--- config.mk ---
export PLATFORM = sky130hd
export DESIGN_NAME = sample_decimator
export DESIGN_NICKNAME = d
export VERILOG_FILES = /design/src/rtl/sample_decimator.sv
export SDC_FILE = /design/constraint.sdc
export NUM_CORES = 1
export LEC_CHECK = 0
export ABC_AREA = 1
export CAP_MARGIN = 20
export CORE_MARGIN = 2
export CORE_UTILIZATION = 50
export CTS_CLUSTER_SIZE = 28
export DETAILED_ROUTE_END_ITERATION = 8
export HOLD_SLACK_MARGIN = 0.05
export PLACE_DENSITY_LB_ADDON = 0.05
export RECOVER_POWER = 25
export SYNTH_ARGS = -nofsm -noshare
export SYNTH_HDL_FRONTEND = slang
export SYNTH_SLANG_ARGS = --single-unit
--- constraint.sdc ---
create_clock -name clk -period 7.08 [get_ports clk]
set_clock_uncertainty 0.05 [all_clocks]
set_input_delay 2.124 -clock clk [delete_from_list [all_inputs] [get_ports clk]]
set_output_delay 2.124 -clock clk [all_outputs]
set_load 0.01 [all_outputs]
--- src/rtl/sample_decimator.sv ---
// Averages windows of 1/2/4/8 input samples into one output sample.
// Feeds wave_capture so the display can cover a longer time span.
module sample_decimator #(
  parameter int SAMPLE_WIDTH = 16,
  parameter int MAX_LOG2     = 3
) (
  input  logic                    clk,
  input  logic                    reset,
  input  logic [SAMPLE_WIDTH-1:0] new_sample_in,
  input  logic                    new_sample_ready,
  input  logic [1:0]              factor_sel,
  input  logic                    freeze,
  output logic [SAMPLE_WIDTH-1:0] sample_out,
  output logic                    sample_out_ready,
  output logic [MAX_LOG2-1:0]     window_pos
);

  localparam int ACC_W = SAMPLE_WIDTH + MAX_LOG2;
  localparam logic [MAX_LOG2:0] ONE = 1;

  typedef enum logic {
    ACCUM,
    EMIT
  } state_t;

  state_t                   state;
  logic signed [ACC_W-1:0]  acc;
  logic signed [ACC_W-1:0]  in_ext;
  logic signed [ACC_W-1:0]  sum;
  logic signed [ACC_W-1:0]  shifted;
  logic [1:0]               k_q;
  logic [1:0]               k_eff;
  logic [MAX_LOG2:0]        win_len;
  logic                     accept;
  logic                     last;

  // Window bookkeeping: the first sample of a window sees the new factor.
  always_comb begin
    accept  = new_sample_ready & ~freeze;
    k_eff   = (window_pos == '0) ? factor_sel : k_q;
    win_len = ONE << k_eff;
    last    = ({1'b0, window_pos} == (win_len - ONE));
    in_ext  = {{MAX_LOG2{new_sample_in[SAMPLE_WIDTH-1]}}, new_sample_in};
    sum     = acc + in_ext;
    shifted = sum >>> k_eff;
  end

  // Accumulate / emit FSM; EMIT still accepts so strobes can be continuous.
  always_ff @(posedge clk) begin
    if (reset) begin
      state            <= ACCUM;
      acc              <= '0;
      k_q              <= '0;
      window_pos       <= '0;
      sample_out       <= '0;
      sample_out_ready <= 1'b0;
    end else begin
      sample_out_ready <= 1'b0;
      if (state == EMIT) state <= ACCUM;
      if (accept) begin
        if (window_pos == '0) k_q <= factor_sel;
        if (last) begin
          sample_out       <= shifted[SAMPLE_WIDTH-1:0];
          acc              <= '0;
          window_pos       <= '0;
          state            <= EMIT;
          sample_out_ready <= 1'b1;
        end else begin
          acc        <= sum;
          window_pos <= window_pos + 1'b1;
        end
      end
    end
  end

endmodule
==> results of run 1 <==
[critical path, cell delays in order]
cell and delay [ns]:
clkdlybuf4s50_1 0.45, inv_1 0.03, nor2_1 0.12, clkinv_1 0.71, nor3_4 1.04, inv_1 0.28, nor2_1 0.16, a21oi_1 0.08
[flip-flops by register name, summed over array words and instances (netlist names)]
register	flops
k_q	2
sample_out_ready	1
sample_out	16
acc	19
window_pos	3
[placed cells by master, fill, tap and decap left out]
cell,count
nand4_1,3
nand2_2,2
nand2_4,1
o21ai_0,20
xor2_1,1
a21oi_2,1
buf_4,1
clkbuf_1,1
nand2_1,181
dlygate4sd3_1,15
nor2_1,50
o21ai_2,2
nor3_4,1
and2_1,1
inv_1,79
a21oi_1,40
clkinv_1,1
nand3_1,74
o21ai_1,5
nor3_1,7
ha_1,20
nand3b_1,1
inv_2,1
fa_1,1
mux2i_1,1
clkbuf_8,5
clkdlybuf4s50_1,26
nor4_1,1
xnor2_1,2
dfxtp_1,41
or2_2,1
o22ai_1,1
clkinvlp_4,2
[power by group]
group	internal (mW)	total (mW)	switching, mW
clock network	0.0696	0.158	0.0886
logic	0.0869	0.241	0.154
registers	0.245	0.253	0.00837
total	0.401	0.652	0.251
[cell type report]
type | count | share of cell area (%)
flip-flops and latches | 41 | 21.90
inverters | 81 | 8.111
repair buffers | 42 | 11.15
multi-input cells | 417 | 53.94
clock buffers | 6 | 1.936
well taps | 77 | 2.570
clock inverters | 2 | 0.4005
[kinds of logic (layout without fill, tap and decap cells)]
kind of cell / after synthesis / after routing / share of synthesized area, %
multiplexers: 1 / 1 / 0.3094
AO/OA/AOI/OAI: 69 / 69 / 11.06
adder cells (fa/ha/maj): 21 / 21 / 8.353
buffers and inverters: 97 / 131 / 12.14
XOR/XNOR: 3 / 3 / 0.8122
flip-flops: 41 / 41 / 25.37
AND/OR/NAND/NOR: 323 / 323 / 41.96
[worst max-delay path by stage]
| stage | startpoint | end | slack (ns) | cells after the start |
|---|---|---|---|---|
| 6_report | new_sample_ready | sample_out[4]$_SDFFE_PP0P_ | 2.21 | 8 |
| 5_1_grt | new_sample_ready | sample_out[5]$_SDFFE_PP0P_ | 1.74 | 8 |
| 4_1_cts | new_sample_ready | sample_out[4]$_SDFFE_PP0P_ | 2.18 | 8 |
| 3_5_place_dp | new_sample_ready | sample_out[5]$_SDFFE_PP0P_ | 1.86 | 8 |
| 3_3_place_gp | new_sample_ready | sample_out[5]$_SDFFE_PP0P_ | 1.94 | 8 |
| 2_1_floorplan | new_sample_in[0] | sample_out[15]$_SDFFE_PP0P_ | 3.30 | 14 |
[metrics by stage]
step | hold slack (ns) | instances
after global placement | 0.4076 | 658
after global routing | 0.4439 | 666
after CTS | 0.4250 | 666
after floorplan | 0.3991 | 555
final | 0.4210 | 666
after detailed placement | 0.4117 | 658
[Yosys cell counts, drive strengths merged]
| cell type | count | share of area [%] |
|---|---|---|
| nand2 | 184 | 22 |
| inv | 80 | 9.3 |
| nand3 | 74 | 11 |
| nor2 | 50 | 5.8 |
| a21oi | 41 | 6.5 |
| dfxtp | 41 | 25 |
| o21ai | 27 | 4.4 |
| ha | 20 | 7.7 |
| buf | 8 | 1.8 |
| clkbuf | 8 | 0.93 |
| nor3 | 8 | 1.6 |
| nand4 | 3 | 0.58 |
| xnor2 | 2 | 0.54 |
| and2 | 1 | 0.19 |
| clkinv | 1 | 0.12 |
| fa | 1 | 0.62 |
| mux2i | 1 | 0.31 |
| nand3b | 1 | 0.23 |
| nor4 | 1 | 0.19 |
| o22ai | 1 | 0.19 |
| or2 | 1 | 0.19 |
| xor2 | 1 | 0.27 |
[layer usage]
metal / up-vias / part of all wire [%]
met5: - / 0
met4: 0 / 1.5
li1: 1834 / -
met2: 109 / 44
met3: 11 / 5.0
met1: 1543 / 49
==> impl_metrics.json, run 1 <==
{
  "critPathCaptureType": "flip-flop",
  "diodes": 0,
  "cap_viol_max_count": 0,
  "critical_path.max_fanout": 29,
  "place.port_buffers": 41,
  "cp.arrival_ns": 5.01,
  "tightest_slew_ns": 0.9530,
  "yosysWarnings": 0,
  "cts.path.max_buffers": 2,
  "hold_end": "acc[8]$_SDFFE_PP0P_",
  "period_needed_ns": 4.869,
  "gr-total-overflow": 0,
  "grt_max_degree": 33,
  "core.rowCount": 29,
  "reg2reg_from": "window_pos[0]$_SDFFE_PP0P_",
  "grt_pass1_wl_um": 14000,
  "synth_nets": 598,
  "cp.required_ns": 7.22,
  "seq_area_frac_synth_pct": 25.37,
  "routed_wl_um": 8338,
  "worstSetupPathType": "input pin to flip-flop",
  "setup_viol": 0,
  "numCtsBuffers": 5,
  "setup_ws_ns": 2.211,
  "grt.busiest_layer": "met2",
  "dp_hpwl_um": 6329,
  "avgSynthCellArea_sq_um": 5.830,
  "h-tree-depth": 2,
  "via_per_inst": 5.251,
  "syn2layout_area_growth_pct": 15.85,
  "detail-route-antenna-nets": 0,
  "regArea_sq_um": 820.8,
  "hold_buffers": 0,
  "fin_util_pct": 59.37,
  "root_buffer": "clkbuf_8",
  "multi_input_area_sq_um": 2022,
  "fmax_mhz": 205.4,
  "dpl_cell_area_sq_um": 3661,
  "use_met3_pct": 3.736,
  "drv_slew": 0,
  "die_area_sq_um": 7131,
  "finalPower_mw": 0.6521,
  "final_area_sq_um": 3749,
  "die_w_um": 84.45,
  "ff2ff_setup_slack_ns": 3.80,
  "min_period_over_period_pct": 68.77,
  "ys_types": 30,
  "pre_cts_slack_ns": 1.857,
  "firstDrtPassIters": 5,
  "die_h_um": 84.45,
  "antenna_found_initial": 0,
  "hold_violations": 0,
  "tritoncts": "done",
  "grt_pass1_vias": 3097,
  "numClockSinks": 41,
  "min_path_type": "flip-flop to flip-flop",
  "start_util_pct": 51.25,
  "path_clk_slew_ns": 0.09,
  "coreArea_sq_um": 6314,
  "pin_count": 42,
  "post-cts-setup-buffers": 0,
  "fin_nets": 631,
  "p_leak_nw": 1.969,
  "rr_endpoint": "sample_out[4]$_SDFFE_PP0P_",
  "hold_path_startpoint": "acc[8]$_SDFFE_PP0P_",
  "first_iter_violations": 206,
  "layout-drive-gt1-share_pct": 2.886,
  "startpoint_type": "input pin",
  "rsz0062_at_grt": "no",
  "ff2ff_path_depth": 13,
  "ir_drop_mv": 0.1160,
  "grt_usage_pct": 24.19,
  "ys_ff_latch": 41,
  "use_met2_pct": 38.67,
  "drc": 0,
  "cts_resized": 0,
  "p_per_area_nw_per_um2": 174.0,
  "setup_tns_ns": 0,
  "post_drt_wl_per_cell_um": 12.52,
  "hold_depth": 2,
  "max_slew_margin_pct": 36.26,
  "globalplace.congestion": 0.8999,
  "dr_total_vias": 3497,
  "grtUsageMet1_pct": 34.28,
  "clk_latency_ns": 0.30,
  "status": "finished clean",
  "synth_cells": 555,
  "fill_cells": 657,
  "synth_area_sq_um": 3236
}
Note: power is estimated with default switching activity, not from simulation.
==> run 2, diff against run 1 <==
==> constraint.sdc (replaced) <==
create_clock -name clk -period 4 [get_ports clk]
set_clock_uncertainty 0.05 [all_clocks]
set_input_delay 1.2 -clock clk [delete_from_list [all_inputs] [get_ports clk]]
set_output_delay 1.2 -clock clk [all_outputs]
set_load 0.01 [all_outputs]
==> run 2 against run 1 <==
Sequential share of layout area is 0.44 points lower. Global-route usage rose by 1.6 points. Worst setup slack lost 1.4 ns. Clock power rose by 130%. Count of clock-buffer cells in the layout unchanged. Hold slack better by 0.0018 ns. First-iteration DRC count down 5.3%. Combinational power is 83% higher. Final cell count rose by 0.90%. Design area grew 2.1%. Critical path type unchanged. Critical endpoint is now acc[7]$_SDFFE_PP0P_. Largest power group unchanged.
==> impl_metrics.json, run 2 (synthesis results as in run 1) <==
{
  "die_w_um": 84.45,
  "reg2reg_from": "window_pos[0]$_SDFFE_PP0P_",
  "multi_input_area_sq_um": 2022,
  "cpPeakStageDelay_ns": 0.50,
  "fin_util_pct": 60.60,
  "cp.required_ns": 4.12,
  "dpl_cell_area_sq_um": 3706,
  "path_clk_slew_ns": 0.09,
  "clk_latency_ns": 0.31,
  "fmax_mhz": 311.1,
  "hold_violations": 0,
  "diodes": 0,
  "critical_path.max_fanout": 20,
  "globalplace.congestion": 0.8941,
  "hold_depth": 2,
  "status": "finished clean",
  "dp.cells": 664,
  "p_leak_nw": 2.019,
  "fill_cells": 646,
  "tightest_slew_ns": 0.7498,
  "top_regs": "acc: 19 flops, sample_out: 16 flops, window_pos: 3 flops",
  "drv_slew": 0,
  "detail-route-antenna-nets": 0,
  "critical_path.slowest_cell": "clkdlybuf4s50_1",
  "fin_nets": 637,
  "cp.arrival_ns": 3.33,
  "antenna_found_initial": 0,
  "min_period_over_period_pct": 80.35,
  "numClockSinks": 41,
  "final_cells": 672,
  "regArea_sq_um": 820.8,
  "critPathCaptureType": "flip-flop",
  "die_area_sq_um": 7131,
  "coreArea_sq_um": 6314,
  "grt_usage_pct": 25.84,
  "layout_commonest_cell": "nand2_1",
  "cap_viol_max_count": 0,
  "tritoncts": "done",
  "ir_drop_mv": 0.1710,
  "setup_viol": 0,
  "routed_wl_um": 8921,
  "rsz0062_at_grt": "no",
  "grt_pass1_vias": 3316,
  "place.port_buffers": 41,
  "crit_path_frequent_cell": "nand2_1",
  "final_area_sq_um": 3826,
  "rr_endpoint": "acc[7]$_SDFFE_PP0P_",
  "hold_end": "acc[0]$_SDFFE_PP0P_",
  "p_per_area_nw_per_um2": 328.0,
  "dr_total_vias": 3539,
  "drc": 0,
  "numCtsBuffers": 5,
  "worst-path-stages": 11,
  "critPathTopFamily": "buffers and inverters",
  "hold_buffers": 0,
  "root_buffer": "clkbuf_8",
  "period_needed_ns": 3.214,
  "ff2ff_path_depth": 14,
  "syn2layout_area_growth_pct": 18.25,
  "startpoint_type": "input pin",
  "cts_resized": 0,
  "die_h_um": 84.45,
  "most-common-layout-cells": "181 x nand2_1, 79 x inv_1, 74 x nand3_1",
  "grt_pass1_wl_um": 15070,
  "largest_register_ffs": 19,
  "via_per_inst": 5.266,
  "min_path_type": "flip-flop to flip-flop",
  "pin_count": 42,
  "dp_hpwl_um": 6790,
  "start_util_pct": 51.25,
  "ff2ff_setup_slack_ns": 1.32,
  "h-tree-depth": 2,
  "path_buf_inv": 3,
  "grt_max_degree": 29,
  "worstSetupPathType": "input pin to flip-flop",
  "core.rowCount": 29,
  "layout-drive-gt1-share_pct": 4.034,
  "post_drt_wl_per_cell_um": 13.28,
  "hold_path_startpoint": "acc[0]$_SDFFE_PP0P_",
  "cts.path.max_buffers": 2,
  "first_iter_violations": 195,
  "gr-total-overflow": 0,
  "path_cells": "clkdlybuf4s50_1 > nand2_1 > nand2_2 > nand2_1 > nand2_1 > nand3_1 > o21ai_1 > inv_1 > buf_4 > o21ai_1 > a21oi_1",
  "top_register": "acc",
  "finalPower_mw": 1.255,
  "firstDrtPassIters": 5,
  "post-cts-setup-buffers": 0,
  "setup_tns_ns": 0,
  "max_slew_margin_pct": 49.86
}
-- run 2: through the flow --
step                setup WS (ns)  hold slack, ns
finish                     0.7860          0.4228
global route               0.6068          0.4427
CTS                        0.7923          0.4244
detailed placement         0.4783          0.4113
global placement           0.5637          0.4066
floorplan                   1.143          0.3991
-- run 2: area by class of cell --
type                            instances  share of cell area, %
Tap cell                               77                  2.518
Sequential cell                        41                  21.45
Clock buffer                            6                  2.158
Timing Repair Buffer                   48                  12.10
Clock inverter                          2                 0.9810
Multi-Input combinational cell        417                  52.85
Inverter                               81                  7.946
-- run 2: power breakdown --
| part | switching (mW) | internal (mW) |
|---|---|---|
| sequential | 0.0147 | 0.433 |
| combinational | 0.279 | 0.161 |
| clock | 0.163 | 0.203 |
| total | 0.457 | 0.798 |
-- run 2: per-layer routing --
layer	track usage [%]	vias to the layer above	part of all wire [%]
met2	41.92	86	45
met5	0	-	0
met4	7.792	0	1.3
met3	3.638	10	3.9
met1	35.78	1596	50
li1	-	1847	-
-- run 2: tightest hold or removal path, delay by kind of cell, from the launching register on --
family	cells	cell delay (ns)
AND/OR/NAND/NOR	1	0.06
AO/OA/AOI/OAI	1	0.05
flip-flops	1	0.32
-- run 2: how the worst max path moves through the flow --
stage                     startpoint                          end  slack, ns
finish                 factor_sel[1]          acc[7]$_SDFFE_PP0P_       0.79
global route        new_sample_in[0]  sample_out[15]$_SDFFE_PP0P_       0.61
CTS                 new_sample_in[0]  sample_out[15]$_SDFFE_PP0P_       0.79
detailed placement  new_sample_in[0]  sample_out[15]$_SDFFE_PP0P_       0.48
global placement       factor_sel[1]          acc[7]$_SDFFE_PP0P_       0.56
floorplan           new_sample_in[0]  sample_out[15]$_SDFFE_PP0P_       1.14
